==> src/rtl/sat_engine_pkg.sv <==
// rtl/sat_engine_pkg.sv - shared Sat Engine types: sequencer FSM states and result codes
package sat_engine_pkg;

    typedef enum logic [2:0] {
        ST_IDLE,
        ST_LOAD,
        ST_IMPLY,
        ST_DECIDE,
        ST_ANALYZE,
        ST_ANA_WAIT,
        ST_BKT,
        ST_DONE
    } state_e;

    typedef enum logic [1:0] {
        RES_SAT     = 2'd0,
        RES_BKT     = 2'd1,
        RES_UNSAT   = 2'd2,
        RES_TIMEOUT = 2'd3
    } result_e;

endpackage

==> src/rtl/sat_engine_seq_ctrl.sv <==
// rtl/sat_engine_seq_ctrl.sv - per-bin local search sequencer: decide -> imply -> analyze -> backtrack
import sat_engine_pkg::*;

module sat_engine_seq_ctrl #(
    parameter int WIDTH_LVL     = 16,
    parameter int WIDTH_BIN_ID  = 10,
    parameter int MAX_CONFLICTS = 255,
    parameter int WIDTH_CNT     = 8
) (
    input  logic                    clk,
    input  logic                    rst,
    input  logic                    start_i,
    input  logic [WIDTH_LVL-1:0]    base_lvl_i,
    input  logic [WIDTH_BIN_ID-1:0] cur_bin_num_i,
    output logic                    done_o,
    output logic [1:0]              result_o,
    output logic [WIDTH_BIN_ID-1:0] bkt_bin_o,
    output logic [WIDTH_LVL-1:0]    bkt_lvl_o,
    output logic                    base_lvl_en_o,
    output logic                    load_lvl_en_o,
    output logic [WIDTH_LVL-1:0]    lvl_o,
    output logic                    start_decision_o,
    input  logic                    done_decision_i,
    input  logic                    decided_any_i,
    output logic                    apply_imply_o,
    input  logic                    done_imply_i,
    input  logic                    find_conflict_i,
    output logic                    apply_analyze_o,
    input  logic                    done_analyze_i,
    input  logic [WIDTH_BIN_ID-1:0] sl_bkt_bin_i,
    input  logic [WIDTH_LVL-1:0]    sl_bkt_lvl_i,
    output logic                    apply_bkt_cur_bin_o,
    input  logic                    done_bkt_cur_bin_i
);

    localparam logic [WIDTH_CNT-1:0] MAX_CNT = WIDTH_CNT'(MAX_CONFLICTS);
    localparam bit                   LIMITED = (MAX_CONFLICTS != 0);

    state_e                  state_q, state_d;
    logic [WIDTH_LVL-1:0]    base_lvl_q, base_lvl_d;
    logic [WIDTH_BIN_ID-1:0] cur_bin_q, cur_bin_d;
    logic [WIDTH_CNT-1:0]    cnt_q, cnt_d;
    logic [WIDTH_BIN_ID-1:0] bkt_bin_q, bkt_bin_d;
    logic [WIDTH_LVL-1:0]    bkt_lvl_q, bkt_lvl_d;
    logic [1:0]              result_q, result_d;
    logic                    dec_started_q, dec_started_d;

    always_ff @(posedge clk or posedge rst) begin
        if (rst) begin
            state_q       <= ST_IDLE;
            base_lvl_q    <= '0;
            cur_bin_q     <= '0;
            cnt_q         <= '0;
            bkt_bin_q     <= '0;
            bkt_lvl_q     <= '0;
            result_q      <= '0;
            dec_started_q <= 1'b0;
        end else begin
            state_q       <= state_d;
            base_lvl_q    <= base_lvl_d;
            cur_bin_q     <= cur_bin_d;
            cnt_q         <= cnt_d;
            bkt_bin_q     <= bkt_bin_d;
            bkt_lvl_q     <= bkt_lvl_d;
            result_q      <= result_d;
            dec_started_q <= dec_started_d;
        end
    end

    always_comb begin
        state_d             = state_q;
        base_lvl_d          = base_lvl_q;
        cur_bin_d           = cur_bin_q;
        cnt_d               = cnt_q;
        bkt_bin_d           = bkt_bin_q;
        bkt_lvl_d           = bkt_lvl_q;
        result_d            = result_q;
        dec_started_d       = 1'b0;
        done_o              = 1'b0;
        base_lvl_en_o       = 1'b0;
        load_lvl_en_o       = 1'b0;
        lvl_o               = '0;
        start_decision_o    = 1'b0;
        apply_imply_o       = 1'b0;
        apply_analyze_o     = 1'b0;
        apply_bkt_cur_bin_o = 1'b0;

        unique case (state_q)
            ST_IDLE: begin
                if (start_i) begin
                    base_lvl_d = base_lvl_i;
                    cur_bin_d  = cur_bin_num_i;
                    cnt_d      = '0;
                    state_d    = ST_LOAD;
                end
            end
            ST_LOAD: begin
                base_lvl_en_o = 1'b1;
                load_lvl_en_o = 1'b1;
                lvl_o         = base_lvl_q;
                state_d       = ST_IMPLY;
            end
            ST_IMPLY: begin
                apply_imply_o = 1'b1;
                if (done_imply_i) begin
                    // Conflict is counted on the way into ANALYZE so ANA_WAIT sees the updated total.
                    if (find_conflict_i) begin
                        state_d = ST_ANALYZE;
                        if (cnt_q != '1) cnt_d = cnt_q + 1'b1;
                    end else begin
                        state_d = ST_DECIDE;
                    end
                end
            end
            ST_DECIDE: begin
                start_decision_o = !dec_started_q;
                dec_started_d    = 1'b1;
                if (done_decision_i) begin
                    if (decided_any_i) begin
                        state_d = ST_IMPLY;
                    end else begin
                        state_d   = ST_DONE;
                        result_d  = RES_SAT;
                        bkt_lvl_d = base_lvl_q;
                        bkt_bin_d = cur_bin_q;
                    end
                end
            end
            ST_ANALYZE: begin
                apply_analyze_o = 1'b1;
                if (done_analyze_i) begin
                    bkt_bin_d = sl_bkt_bin_i;
                    bkt_lvl_d = sl_bkt_lvl_i;
                    state_d   = ST_ANA_WAIT;
                end
            end
            ST_ANA_WAIT: begin
                if (bkt_lvl_q == '0 && bkt_bin_q == cur_bin_q) begin
                    state_d  = ST_DONE;
                    result_d = RES_UNSAT;
                end else if (bkt_bin_q != cur_bin_q) begin
                    state_d  = ST_DONE;
                    result_d = RES_BKT;
                end else if (LIMITED && cnt_q >= MAX_CNT) begin
                    state_d  = ST_DONE;
                    result_d = RES_TIMEOUT;
                end else begin
                    state_d = ST_BKT;
                end
            end
            ST_BKT: begin
                apply_bkt_cur_bin_o = 1'b1;
                if (done_bkt_cur_bin_i) state_d = ST_IMPLY;
            end
            ST_DONE: begin
                done_o  = 1'b1;
                state_d = ST_IDLE;
            end
            default: state_d = ST_IDLE;
        endcase
    end

    assign result_o  = result_q;
    assign bkt_bin_o = bkt_bin_q;
    assign bkt_lvl_o = bkt_lvl_q;

endmodule
==> config.mk <==
export PLATFORM = sky130hd
export DESIGN_NAME = sat_engine_seq_ctrl
export DESIGN_NICKNAME = d
export VERILOG_FILES = /design/src/rtl/sat_engine_pkg.sv /design/src/rtl/sat_engine_seq_ctrl.sv
export SDC_FILE = /design/constraint.sdc
export NUM_CORES = 1
export LEC_CHECK = 0
export BUFFER_PORTS_ARGS = -buffer_cell sky130_fd_sc_hd__buf_2
export CORE_MARGIN = 1
export CORE_UTILIZATION = 30
export CTS_CLUSTER_SIZE = 24
export DETAILED_ROUTE_END_ITERATION = 6
export HOLD_SLACK_MARGIN = 0.02
export SKIP_LAST_GASP = 1
export SLEW_MARGIN = 0
export SYNTH_ARGS = -nofsm -noshare
export SYNTH_HDL_FRONTEND = slang
export SYNTH_SLANG_ARGS = --single-unit
export TNS_END_PERCENT = 20
==> constraint.sdc <==
create_clock -name clk -period 4.7 [get_ports clk]
set_input_delay 0.47 -clock clk [delete_from_list [all_inputs] [get_ports clk]]
set_output_delay 0.47 -clock clk [all_outputs]
set_load 0.03 [all_outputs]
* After elaboration in Yosys (flattened, before gate mapping)
Index checks and enable logic that the tools add are counted.
** Cells by class
- $add $sub $neg :: 1
- $lt $le $gt $ge :: 1
- Equal/unequal tests :: 19
- Multiplexer cells :: 38
- Reductions and logical operators :: 12
** Operator list (count)
- 16-bit two-way mux :: 4
- 8-bit two-way mux :: 4
- 16-bit one-hot mux with 2 select lines :: 1
- 10-bit two-way mux :: 3
- 3-bit one-hot mux with 8 select lines :: 1
- 3-bit two-way mux :: 7
- 10-bit one-hot mux with 2 select lines :: 1
- 16-bit logical NOT :: 1
- 2-bit != test (second input constant) :: 8
- 8-bit one-hot mux with 2 select lines :: 1
- 3-bit == test (second input constant) :: 4
- 10-bit == test :: 1
- 1-bit two-way mux :: 10
- 2-bit two-way mux :: 5
- 10-bit != test :: 1
- 5-bit AND reduction :: 2
- 8-bit by 1-bit adder with 8-bit output (second input constant) :: 1
- 8-bit greater-or-equal comparator (second input constant) :: 1
- 8-bit != test (second input constant) :: 1
- 4-bit AND reduction :: 2
- 3-bit by 2-bit == test with 1-bit output (second input constant) :: 2
- 2-bit nonzero test :: 3
- 4-bit != test (second input constant) :: 1
- 2-bit one-hot mux with 2 select lines :: 1
- 5 further kinds :: 5
** Word-level totals
- Bits in registers :: 66
- Logic and storage cells :: 79

* Longest topological paths before layout
- Depth after elaboration :: 5
- Depth in mapped cells :: 7
- Gate-level depth less buffers :: 5

* Worst setup path after synthesis
Ideal clock, no wire load.
- Path kind :: register to output
- From :: register state_q[2]
- To :: output lvl_o[0]
- Data arrival time :: 1.801 ns
- Setup slack :: 2.429 ns
- Cell stages (with the launch flop) :: 7
- Buffers on the path :: 3
- Cell sequence :: dfrtp_1 -> clkbuf_1 -> inv_1 -> and3_1 -> clkbuf_1 -> clkbuf_1 -> and2_1
** Between the ends
- Word-level cells in the longest chain between the ends :: 2
** Ends and longest elaborated chain
- start, declared :: line sat_engine_seq_ctrl.sv:39 : state_e state_q, state_d;
- start signal, assigned :: line sat_engine_seq_ctrl.sv:59 : state_q <= state_d;
- 3-bit by 1-bit == test with 1-bit output :: line sat_engine_seq_ctrl.sv:88 : unique case (state_q)
- 16-bit two-way mux :: line sat_engine_seq_ctrl.sv:88
- end, declared :: line sat_engine_seq_ctrl.sv:21 : output logic [WIDTH_LVL-1:0] lvl_o,
No other way between the ends.

* Worst setup path after layout
- From :: register state_q[1]
- To :: output lvl_o[6]
Same word-level chain as after synthesis.

==> results.cfg <==
[finish]
fill_cells = 1122
final_util_pct = 39.1
diodes = 0
area_growth_pct = 27.4
fin_area_sq_mm = 0.00424
drive_gt1_share_pct = 30.5
nets = 529

[power_and_ir_drop]
ir_drop_mv = 0.319
pwr-share-seq_pct = 36.7
p_clk_share_pct = 19.6
p_leak_nw = 2.12
switching_share_pct = 44.7
p_int_mw = 1.53
powerDensity_mw_per_mm2 = 654
comb_power_share_pct = 43.7
p_sw_mw = 1.24

[worst_setup_path]
critPathTopFamily = simple AND/OR/NAND/NOR gates
slowest_delay_ns = 0.59
r2r_setup_slack_ns = 2.44
critical_path_arrival_ns = 2.11
crit_path_cell_trace = inv_1 > and3_1 > and2_1 > buf_2
crit_required_ns = 4.23
crit_path_start_kind = flip-flop
critPathBufInv = 2
path_max_fanout = 18
cpMaxStageDelayCell = and3_1
crit_type = reg2out
end_kind = primary output

[placed_design]
place_congestion = 0.834
dp_worst_setup_slack_ns = 2.41
portBuffers = 111
placed_area_sq_mm = 0.00401
dp.final_hpwl_um = 6420

[route]
drtIter0Drc = 201
drt_first_pass_iters = 4
drt-met1-wl_um = 4080
dr_wl_met2_um = 4110
met3_length_um = 582
vias_per_cell = 4.78
top_layer_used = met4
routed_wl_um = 8850
ant_nets = 0
drc = 0
via_count = 2924
wire_per_inst_um = 14.5

[clocking]
clock_path_buffers = 2
cts_tree = done
cts_resized = 0
cts_setup_buffers = 0
clkSinkCount = 66
insertion_delay_ns = 0.35
holdBufCountCts = 0
htreeDepth = 3
cts_root_buf = clkbuf_8
cts_buffers = 9
clkTransAtPathRegs_ns = 0.09

[logic_synthesis]
ys_seq_area_share_pct = 49.7
avgSynthCellArea_sq_um = 9.19
synth-async-reset-ratio_pct = 100
synth_edf_count = 0
yosys.area.top_type_share_pct = 49.7
ys_top_cells_by_count = 114 x nand2_1, 66 x dfrtp_1, 26 x mux2i_1, 26 x o21ai_1, 17 x and2_1
ys_warn_count = 0
synth.largest_area_cell = dfrtp_1
synth_top_flop_cell = dfrtp_1
synth.distinct_cells = 45
post-synth-top-count-cell = nand2_1
synthCells = 362
synth_area_sq_mm = 0.00333
synth_seq_cells = 66
synthTopCellsByArea = dfrtp_1 50%, nand2_1 13%, mux2i_1 7.8%
syn-num-nets = 424

[global_routing]
grt_pass1_wl_um = 14300
grt_remaining_overflow = 0
grt_pass1_vias = 2946
track_usage_pct = 16.2
antenna_found_initial = 0
grt_max_degree = 67

[sta]
setup_tns_ns = 0
hold_viol = 0
whs_ns = 0.310
setup_violations = 0
setup_slack_ns = 2.12
worst_slew_pin_slew_ns = 1.05
fin_crit_sh_pct = 55.0
drv_slew = 0
fmax_mhz = 387
slew_headroom_pct = 29.6
fin_crit_ns = 2.58
finClkSkew_ns = 0.0116
rsz0062_at_grt = false

[floorplanning]
die_w_um = 107
core_sq_mm = 0.0108
row_count = 38
die_area_sq_mm = 0.0115
io_pins = 112
initial_core_util_pct = 30.7
dieHeight_um = 107

[status]
outcome = complete, no violations

[run]
maxCapViolations = 0

[hold_path]
hold_class = in2reg
-- through the flow --
step / instances / total power, mW
final: 612 / 2.77
after global routing: 612 / 2.98
after CTS: 612 / 2.81
after detailed placement: 596 / 2.26
after global placement: 596 / 2.23
after floorplan: 362 / 1.90
-- cell type report --
cell class / instances / area (sq um) / area share (%)
clock buffer: 9 / 124 / 2.92
timing repair buffer: 117 / 601 / 14.2
clock inverter: 7 / 103 / 2.42
tap: 140 / 175 / 4.13
inverter: 6 / 22.5 / 0.532
multi-input combinational: 267 / 1560 / 36.8
sequential: 66 / 1650 / 39.0
-- cells in the final DEF (no fill, tap or decap), types with 7 or more instances in the layout --
cell type / netlist / layout
and2_1: 17 / 17
and3_1: 7 / 7
buf_2: 7 / 111
clkbuf_8: 0 / 9
dfrtp_1: 66 / 66
mux2i_1: 26 / 26
nand2_1: 114 / 114
nand3_1: 8 / 8
o21ai_1: 26 / 26
xnor2_1: 10 / 10
-- sequential cells by signal (all words and copies together) (netlist names) --
name / flops
cur_bin_q: 10
result_o: 2
bkt_bin_o: 10
dec_started_q: 1
state_q: 3
bkt_lvl_o: 16
base_lvl_q: 16
cnt_q: 8
-- worst paths after layout --
check                               from  depth (start not counted)            end
max                           state_q[1]                          4       lvl_o[6]
min                        base_lvl_i[4]                          3  base_lvl_q[4]
max reg2reg                   state_q[1]                          4       cnt_q[6]
min reg2reg                base_lvl_q[2]                          2  base_lvl_q[2]
max in group asynchronous            rst                          3   bkt_bin_o[0]
min in group asynchronous            rst                          3  base_lvl_q[3]
-- metal layers --
metal	GRT usage [%]	vias to the layer above
met5	0	-
met4	3.82	0
met3	5.21	7
met2	26.5	101
met1	20.7	1371
li1	-	1445
-- worst min-delay path, delay by kind of cell --
kind                   cells  cell delay, ns
and+or+nand+nor            2            0.09
buffers and inverters      1            0.07
-- kinds of logic (layout without fill, tap and decap cells) --
kind of cell,count (synthesis),count (layout),synth area share [%]
and+or+nand+nor,173,173,24.0
DFF,66,66,49.7
AOI/OAI and AO/OA,56,56,10.8
buffers and inverters,29,139,4.10
muxes,27,27,8.50
xor gates and xnor gates,10,10,2.63
adders and majority gates,1,1,0.376
-- power groups by stage --
stage / Sequential [mW] / Clock [mW] / Combinational (mW)
after floorplan: 1.13 / 0 / 0.763
after global placement: 1.01 / 0 / 1.21
after detailed placement: 1.03 / 0 / 1.23
after CTS: 1.02 / 0.561 / 1.23
after global routing: 1.05 / 0.586 / 1.34
final: 1.02 / 0.544 / 1.21
No activity file was read; power rests on OpenSTA's default activity.
